File: config.mk
export PLATFORM = sky130hd
export DESIGN_NAME = adat_i_frame_sched
export DESIGN_NICKNAME = d
export VERILOG_FILES = /design/src/rtl/adat_i_frame_sched.sv
export SDC_FILE = /design/constraint.sdc
export NUM_CORES = 1
export LEC_CHECK = 0
export CAP_MARGIN = 20
export CORE_ASPECT_RATIO = 2
export CORE_MARGIN = 2
export CORE_UTILIZATION = 47
export CTS_CLUSTER_SIZE = 10
export DETAILED_ROUTE_END_ITERATION = 10
export GPL_ROUTABILITY_DRIVEN = 0
export MAX_ROUTING_LAYER = met4
export PLACE_DENSITY = 0.86
export SLEW_MARGIN = 20
export SYNTH_ARGS = -nofsm -noshare
export SYNTH_HDL_FRONTEND = slang
export SYNTH_SLANG_ARGS = --single-unit
File: constraint.sdc
create_clock -name master_bclk -period 4.5 [get_ports master_bclk]
set_input_delay 0.675 -clock master_bclk [delete_from_list [all_inputs] [get_ports master_bclk]]
set_output_delay 0.675 -clock master_bclk [all_outputs]
set_load 0.005 [all_outputs]
File: src/rtl/adat_i_frame_sched.sv
// adat_i_frame_sched: drains one ADAT frame buffer (CH = 8*ADAT_INPUTS channels)
// into a double-banked RAM once per frame_tick.
//
// Ports:
//   master_bclk        clock, all logic on the rising edge
//   reset              synchronous, active-high
//   frame_tick         one-cycle start-of-frame strobe
//   error[ADAT_INPUTS] per-stream fault flag (stream s = channels 8s..8s+7)
//   frame_done         one-cycle pulse when the frame is fully drained
//   addr / data / valid      frame-buffer read channel, data, data qualifier
//   ram_addr / ram_wdata / ram_we / ram_ack   RAM write handshake
//   bank               RAM bank being written this frame
//   busy               scheduler not idle
//   overrun / overrun_clr    sticky lost-tick flag and its clear (set wins)
//   frame_count        completed frames, wraps at 16 bits
//
// Optional build macro ADAT_I_SCHED_MUTE_EN: channels of a faulted stream are
// written as zero. Without it, error is ignored.
module adat_i_frame_sched #(
    parameter int ADAT_INPUTS = 1,
    parameter int RAM_AW      = 16,
    parameter int BASE_ADDR   = 0
) (
    input  logic                   master_bclk,
    input  logic                   reset,
    input  logic                   frame_tick,
    input  logic [ADAT_INPUTS-1:0] error,
    output logic                   frame_done,
    output logic [7:0]             addr,
    input  logic [31:0]            data,
    input  logic                   valid,
    output logic [RAM_AW-1:0]      ram_addr,
    output logic [31:0]            ram_wdata,
    output logic                   ram_we,
    input  logic                   ram_ack,
    output logic                   bank,
    output logic                   busy,
    output logic                   overrun,
    input  logic                   overrun_clr,
    output logic [15:0]            frame_count
);
    localparam int CH = 8 * ADAT_INPUTS;
    localparam logic [7:0] LAST = 8'(CH - 1);

    typedef enum logic [1:0] {S_IDLE, S_REQ, S_WRITE, S_DONE} state_t;

    state_t                 r_state, w_next;
    logic [7:0]             r_ch, r_addr;
    logic [RAM_AW-1:0]      r_ram_addr, w_ram_addr;
    logic [31:0]            r_wdata, w_wdata;
    logic                   r_bank, r_overrun;
    logic [15:0]            r_count;
    logic [ADAT_INPUTS-1:0] w_sel;
    logic                   w_err, w_start, w_lost, w_capture, w_step;

    assign w_start   = frame_tick && (r_state == S_IDLE || r_state == S_DONE);
    assign w_lost    = frame_tick && (r_state == S_REQ || r_state == S_WRITE);
    assign w_capture = r_state == S_REQ && valid;
    assign w_step    = r_state == S_WRITE && ram_ack && r_ch != LAST;

    // Stream owning the current channel is ch/8.
    assign w_sel = ADAT_INPUTS'(1) << r_ch[7:3];
    assign w_err = |(error & w_sel);

`ifdef ADAT_I_SCHED_MUTE_EN
    assign w_wdata = w_err ? 32'h0 : data;
`else
    logic w_unused_err;
    assign w_unused_err = w_err;
    assign w_wdata      = data;
`endif

    assign w_ram_addr = RAM_AW'(BASE_ADDR) + (r_bank ? RAM_AW'(CH) : '0) + RAM_AW'(r_ch);

    always_comb begin
        w_next = r_state;
        case (r_state)
            S_IDLE:  w_next = frame_tick ? S_REQ : S_IDLE;
            S_REQ:   w_next = valid ? S_WRITE : S_REQ;
            S_WRITE: w_next = !ram_ack ? S_WRITE : (r_ch == LAST ? S_DONE : S_REQ);
            default: w_next = frame_tick ? S_REQ : S_IDLE;
        endcase
    end

    always_ff @(posedge master_bclk) begin
        if (reset) begin
            r_state    <= S_IDLE;
            r_ch       <= '0;
            r_addr     <= '0;
            r_ram_addr <= '0;
            r_wdata    <= '0;
            r_bank     <= 1'b0;
            r_overrun  <= 1'b0;
            r_count    <= '0;
        end else begin
            r_state <= w_next;
            if (w_start) begin
                r_ch   <= '0;
                r_addr <= '0;
            end
            // Address and data are frozen here so they stay stable until ram_ack.
            if (w_capture) begin
                r_ram_addr <= w_ram_addr;
                r_wdata    <= w_wdata;
            end
            if (w_step) begin
                r_ch   <= r_ch + 8'd1;
                r_addr <= r_ch + 8'd1;
            end
            if (r_state == S_DONE) begin
                r_count <= r_count + 16'd1;
                r_bank  <= ~r_bank;
            end
            r_overrun <= w_lost || (r_overrun && !overrun_clr);
        end
    end

    assign frame_done  = r_state == S_DONE;
    assign busy        = r_state != S_IDLE;
    assign ram_we      = r_state == S_WRITE;
    assign addr        = r_addr;
    assign ram_addr    = r_ram_addr;
    assign ram_wdata   = r_wdata;
    assign bank        = r_bank;
    assign overrun     = r_overrun;
    assign frame_count = r_count;
endmodule
* After elaboration in Yosys (flattened, before gate mapping) *
Cells that the tools add are included.

word-level totals
  register bits = 76
  word-level logic and storage cells = 37

cells by class
  $add $sub $neg = 3
  equal/unequal tests = 5
  muxes and demuxes = 8
  bitwise logic cells = 1
  reduce and logical (&&, ||, !) cells = 13

operator list
  operator                                                count
  adder 16 x 1 -> 16 bit (second input constant)          1
  two-way mux 8 bit                                       2
  adder 4 x 8 -> 9 bit                                    1
  adder 8 x 1 -> 8 bit (second input constant)            1
  equality test 8 x 3 -> 1 bit (second input constant)    1
  inequality test 8 x 3 -> 1 bit (second input constant)  1
  logical AND 1 bit                                       6
  two-way mux 2 bit                                       3
  equality test 2 bit (second input constant)             2
  two-way mux 4 bit                                       1
  case mux 2 bit (2 select lines)                         1
  nonzero test 2 bit                                      2
  logical OR 1 bit                                        3
  equality test 2 x 1 -> 1 bit (second input constant)    1
  logical NOT 2 bit                                       1
  logical NOT 1 bit                                       1
  two-way mux 1 bit                                       1
  NOT 1 bit                                               1

* Logic depth before layout (Yosys ltp) *
Gate-level depths: netlist of run 1.

  word-level depth = 5
  depth in mapped cells = 7
  gate-level depth less buffers = 6

* Worst setup path before layout of run 1 *
Ideal clock, no wire load.

  path kind = input to register
  start point = in reset
  end point = reg r_addr[5], in the netlist addr[5]
  arrival = 1.560 ns
  required time = 4.378 ns
  path slack = 2.818 ns
  cell stages on the path = 4
  cells stage by stage = clkbuf_1 and3b_1 buf_4 a221o_1

RTL lines
  item                  RTL line  RTL
  from (decl)           25        input logic reset,
  to (signal assigned)  108       r_addr <= r_ch + 8'd1;
  to (decl)             48        logic [7:0] r_ch, r_addr;

* Final worst setup path of run 1 *
  start point = reg r_state[0]
  end point = out frame_done

between the ends
  word-level cells in the longest chain between the ends = 1

RTL lines
  item                    RTL line  RTL
  from (decl)             47        state_t r_state, w_next;
  from (signal assigned)  96        r_state <= w_next;
  equality test 2 bit     118       assign frame_done = r_state == S_DONE;
  to (decl)               28        output logic frame_done,

Every way passes these cells.

==> results of run 1 <==
==> through the flow <==
stage / power, uW / hold slack, ps
2_1_floorplan: 684 / 453
3_3_place_gp: 741 / 441
3_5_place_dp: 743 / 446
4_1_cts: 1390 / 453
5_1_grt: 1430 / 472
6_report: 1380 / 452
==> flip-flops by register name, summed over array words and instances (netlist names) <==
signal and flops:
ram_wdata 32, frame_count 16, ram_addr 9, addr 8
r_state 2, bank 1, overrun 1
==> final timing paths <==
check	startpoint	endpoint	depth (start not counted)
worst max-delay path	r_state[0]	frame_done	2
worst min-delay path	ram_wdata[30]	ram_wdata[30]	2
worst max register to register	r_state[0]	frame_count[14]	5
worst min register to register	ram_wdata[30]	ram_wdata[30]	2
==> worst reg2reg max path, stage by stage (launching register included) <==
cell and delay, ps:
dfxtp_1 370, ha_1 390, nand4_2 320, or3_1 460
or3_1 310, a21oi_1 140
==> power by group through the flow <==
stage / clock network (uW) / registers [uW] / logic, uW
after floorplan: 0 / 643 / 41.0
after global placement: 0 / 642 / 99.2
after detailed placement: 0 / 642 / 101
after CTS: 658 / 630 / 102
after global routing: 685 / 630 / 111
final: 645 / 630 / 101
==> logic make-up after synthesis <==
logic type / after synthesis
simple gates: 149
flops: 69
compound gates: 66
buf+inv: 40
xor+xnor: 16
fa+ha+maj: 8
mux: 3
other cells: 1
==> routing by layer <==
metal | part of all wire [%] | track usage, % | vias up
li1 | - | - | 1345
met1 | 36 | 21.3 | 1234
met2 | 55 | 39.8 | 86
met3 | 5.3 | 5.69 | 18
met4 | 3.1 | 10.5 | 0
met5 | 0 | - | -
==> cells in the mapped netlist (all sizes together) <==
library cell  instances  area share (%)
nand2                84              11
dfxtp                69              47
a21oi                47             8.1
nor2                 19             2.4
buf                  17             3.9
clkbuf               15             1.9
xnor2                11             3.3
nand3                 9             1.5
ha                    8             3.4
inv                   8             1.0
nor3                  7             1.2
o21ai                 6             1.0
nand4                 5             1.3
xor2                  5             1.5
and3                  4            0.86
nand2b                4            0.86
or3                   4            0.86
a211oi                3            0.77
a21o                  3            0.77
nor4                  3            0.64
a221o                 2            0.69
a22o                  2            0.60
and2                  2            0.43
and3b                 2            0.60
mux2                  2            0.77
nor4b                 2             1.1
a211o                 1            0.30
a21boi                1            0.26
a31oi                 1            0.21
and4                  1            0.30
conb                  1            0.13
mux2i                 1            0.34
nand3b                1            0.26
nor2b                 1            0.21
nor3b                 1            0.26
==> layout make-up <==
| class | instances | area share [%] |
|---|---|---|
| inverter | 8 | 0.712 |
| tap | 63 | 1.87 |
| timing repair buffer | 110 | 25.8 |
| clock inverter | 1 | 0.119 |
| sequential | 69 | 32.7 |
| multi-input combinational | 249 | 32.2 |
| clock buffer | 14 | 6.50 |
==> impl_metrics.toml, run 1 <==
[status]
status = "complete, no violations"

[critical_path]
reg2reg_setup_slack_ps = 2450
cp_max_fo = 8
critPathLaunchType = "register"
cp_cell_sequence = "ha_1 > clkdlybuf4s50_1"
path_delay_family = "buffers and inverters"
worst-setup-path-type = "register to output pin"
required_ps = 3830
max_stage_delay_ps = 580
critPathBufInv = 1
critPathSlowestCell = "clkdlybuf4s50_1"
endpoint_kind = "output pin"
worstPathArrival_ps = 1660

[floorplan]
die_w_um = 59.7
die_area_mm2 = 0.00690
io_pins = 116
core_mm2 = 0.00601
die_h_um = 115
start_util_pct = 48.6
num_rows = 40

[clock_network]
path_clk_slew_ps = 50
clk_path_buf_depth = 2
cts_setup_buffers = 0
cts_resized = 0
numCtsBuffers = 9
cts.sinks = 69
cts_tree = "built"
cts_root_buf = "clkbuf_16"
cts-hold-fix-buffers = 0
h-tree-depth = 3
clock_latency_ps = 320

[routing]
drt-initial-drc-count = 98
via_per_inst = 5.22
dr.pass1.iters = 4
vias = 2683
wl_per_cell_um = 14.2
routed_wl_mm = 7.29
ant_nets = 0
drc = 0

[global_route]
grt_pass1_vias = 2584
grt_use_total_pct = 22.3
grt_max_degree = 44
grt_pass1_wl_mm = 11.4
grt-ovfl-total = 0
antenna_found_initial = 0

[layout]
fill_cells = 479
fin_area_mm2 = 0.00422
multi_input_area_mm2 = 0.00136
final_common_cell = "clkdlybuf4s50_1"
area_delta_synth_final_pct = 44.5
diodes = 0
finalNonFillerCells = 514
drive_gt1_share_pct = 4.66
layout.nets = 494
seq_area_mm2 = 0.00138
final_cell_mix = "106 x clkdlybuf4s50_1, 84 x nand2_1, 69 x dfxtp_1"
utilization_pct = 70.2

[power_and_ir_drop]
power_frac_clock_pct = 46.9
p_int_uw = 1100
max-vdd-ir-drop_uv = 262
combPwrFrac_pct = 7.3
power_density_mw_per_mm2 = 326
seq_power_share_pct = 45.8
power.switching_uw = 280
power.leakage_uw = 0.00152
swShare_pct = 20.3

[min_path]
hp-class = "register to register"

[logic_synthesis]
synthXorXnorAreaFrac_pct = 4.80
yosysUniqueCellTypes = 39
synth-compound-area-share_pct = 12.7
ys_ff_latch = 69
syn_avg_cell_area_um2 = 8.29
synthSimpleGateAreaFrac_pct = 23.7
synth_mux_area_share_pct = 1.11
syn_area_mm2 = 0.00292
seq_area_frac_synth_pct = 47.3
synthAdderAreaFrac_pct = 3.43
synth_top_family_by_area = "simple AND/OR/NAND/NOR gates"
syn_inst = 352
yosysWarnings = 0

[timing]
finalMaxSlewViolations = 0
tns_ps = 0
max_freq_ghz = 0.428
fin_ws_ps = 2160
fin_crit_sh_pct = 51.9
setup-violations-final = 0
rsz0062_at_grt = "false"
finalCriticalPeriod_ps = 2340
finalHoldViolations = 0
clock_skew_ps = 3.91

[placement]
place_ws_ps = 2150
dpl_cell_area_mm2 = 0.00394
dp_cells = 499
hpwl_mm = 5.28
io_buffer_count = 107

[flow_run]
drv_cap = 0
Note: power is estimated with default switching activity, not from simulation.
==> run 2: changes to the inputs <==
CORE_UTILIZATION = 39   (was 47)
PLACE_DENSITY = 0.76   (was 0.86)
clock period = 2.1 ns   (was 4.5 ns; I/O delays follow)
==> impl_metrics.toml, run 2 (synthesis gave the netlist of run 1 again) <==
[floorplan]
die_area_mm2 = 0.00823
io_pins = 116
die_h_um = 126
num_rows = 44
core_mm2 = 0.00727
die_w_um = 65.2
start_util_pct = 40.2

[timing]
finalHoldViolations = 0
fin_crit_sh_pct = 89.7
tns_ps = 0
finalMaxSlewViolations = 0
fin_ws_ps = 217
clock_skew_ps = 4.35
rsz0062_at_grt = "false"
finalCriticalPeriod_ps = 1880
max_freq_ghz = 0.531
setup-violations-final = 0
hold_ws_ps = 452

[global_route]
grt_pass1_vias = 2672
antenna_found_initial = 0
grt_max_degree = 36
grt_pass1_wl_mm = 12.1
grt-ovfl-total = 0
grt_use_total_pct = 19.3

[clock_network]
clk_path_buf_depth = 2
cts_resized = 0
cts_setup_buffers = 0
cts-hold-fix-buffers = 0
cts.sinks = 69
numCtsBuffers = 9
cts_root_buf = "clkbuf_16"
clock_latency_ps = 320
h-tree-depth = 3
path_clk_slew_ps = 50
cts_tree = "built"

[critical_path]
worst-setup-path-type = "register to output pin"
required_ps = 1780
critPathBufInv = 2
critPathSlowestCell = "clkdlybuf4s50_1"
cp_cell_sequence = "ha_1 > buf_4 > clkdlybuf4s50_1"
critPathLaunchType = "register"
path_delay_family = "buffers and inverters"
cp_max_fo = 7
max_stage_delay_ps = 510
worstPathArrival_ps = 1570
endpoint_kind = "output pin"

[routing]
wl_per_cell_um = 13.6
via_per_inst = 4.91
ant_nets = 0
drt-initial-drc-count = 73
vias = 2690
routed_wl_mm = 7.44
drc = 0
dr.pass1.iters = 4

[placement]
place_ws_ps = 210
io_buffer_count = 107
hpwl_mm = 5.50

[status]
status = "complete, no violations"

[layout]
final_cell_mix = "106 x clkdlybuf4s50_1, 84 x nand2_1, 69 x dfxtp_1"
area_delta_synth_final_pct = 47.5
fill_cells = 670
layout.nets = 500
utilization_pct = 59.2
largest_register_ff_count = 32
final_common_cell = "clkdlybuf4s50_1"
diodes = 0
drive_gt1_share_pct = 6.14

[power_and_ir_drop]
p_total_uw = 2980
max-vdd-ir-drop_uv = 430
power_density_mw_per_mm2 = 693
power.leakage_uw = 0.00156

[flow_run]
drv_cap = 0

[min_path]
hp-class = "register to register"
==> run 2: changes by cell type in the layout (fill, tap and decap cells not counted), sizes merged <==
cell and delta:
buf +6, clkbuf -1
==> run 2: layout make-up <==
type	count	area, um^2	share of cell area, %
Tap cell	92	115	2.67
Timing Repair Buffer	116	1130	26.3
Multi-Input combinational cell	249	1360	31.6
Clock buffer	13	280	6.51
Sequential cell	69	1380	32.1
Clock inverter	1	5.00	0.116
Inverter	8	30.0	0.697
==> run 2: power breakdown <==
part	total, uW	switching, uW	internal, uW	leakage [uW]
clock	1410	503	912	0.000144
combinational	221	92.1	129	0.000856
sequential	1350	12.8	1340	0.000558
==> run 2: worst paths after layout <==
path	end	start	slack [ps]	cells after the start
worst max register to register	frame_count[14]	r_state[0]	340	5
worst max-delay path	frame_done	r_state[0]	220	3
worst min register to register	ram_wdata[2]	ram_wdata[2]	450	2
worst min-delay path	ram_wdata[2]	ram_wdata[2]	450	2
==> run 2: routing by layer <==
layer	part of all wire (%)	vias up	track usage, %
li1	-	1355	-
met1	37	1240	18.1
met2	54	79	34.7
met3	6.0	16	5.23
met4	2.9	0	9.56
met5	0	-	-
==> run 2: stage by stage <==
step	area (um^2)	instances
2_1_floorplan	2940	358
3_3_place_gp	4020	534
3_5_place_dp	4020	534
4_1_cts	4310	548
5_1_grt	4310	548
6_report	4310	548
==> run 2: tightest hold or removal path, cell delays in order (launching register included) <==
cell and delay (ps):
dfxtp_1 300, nand2_1 50, a21oi_1 50
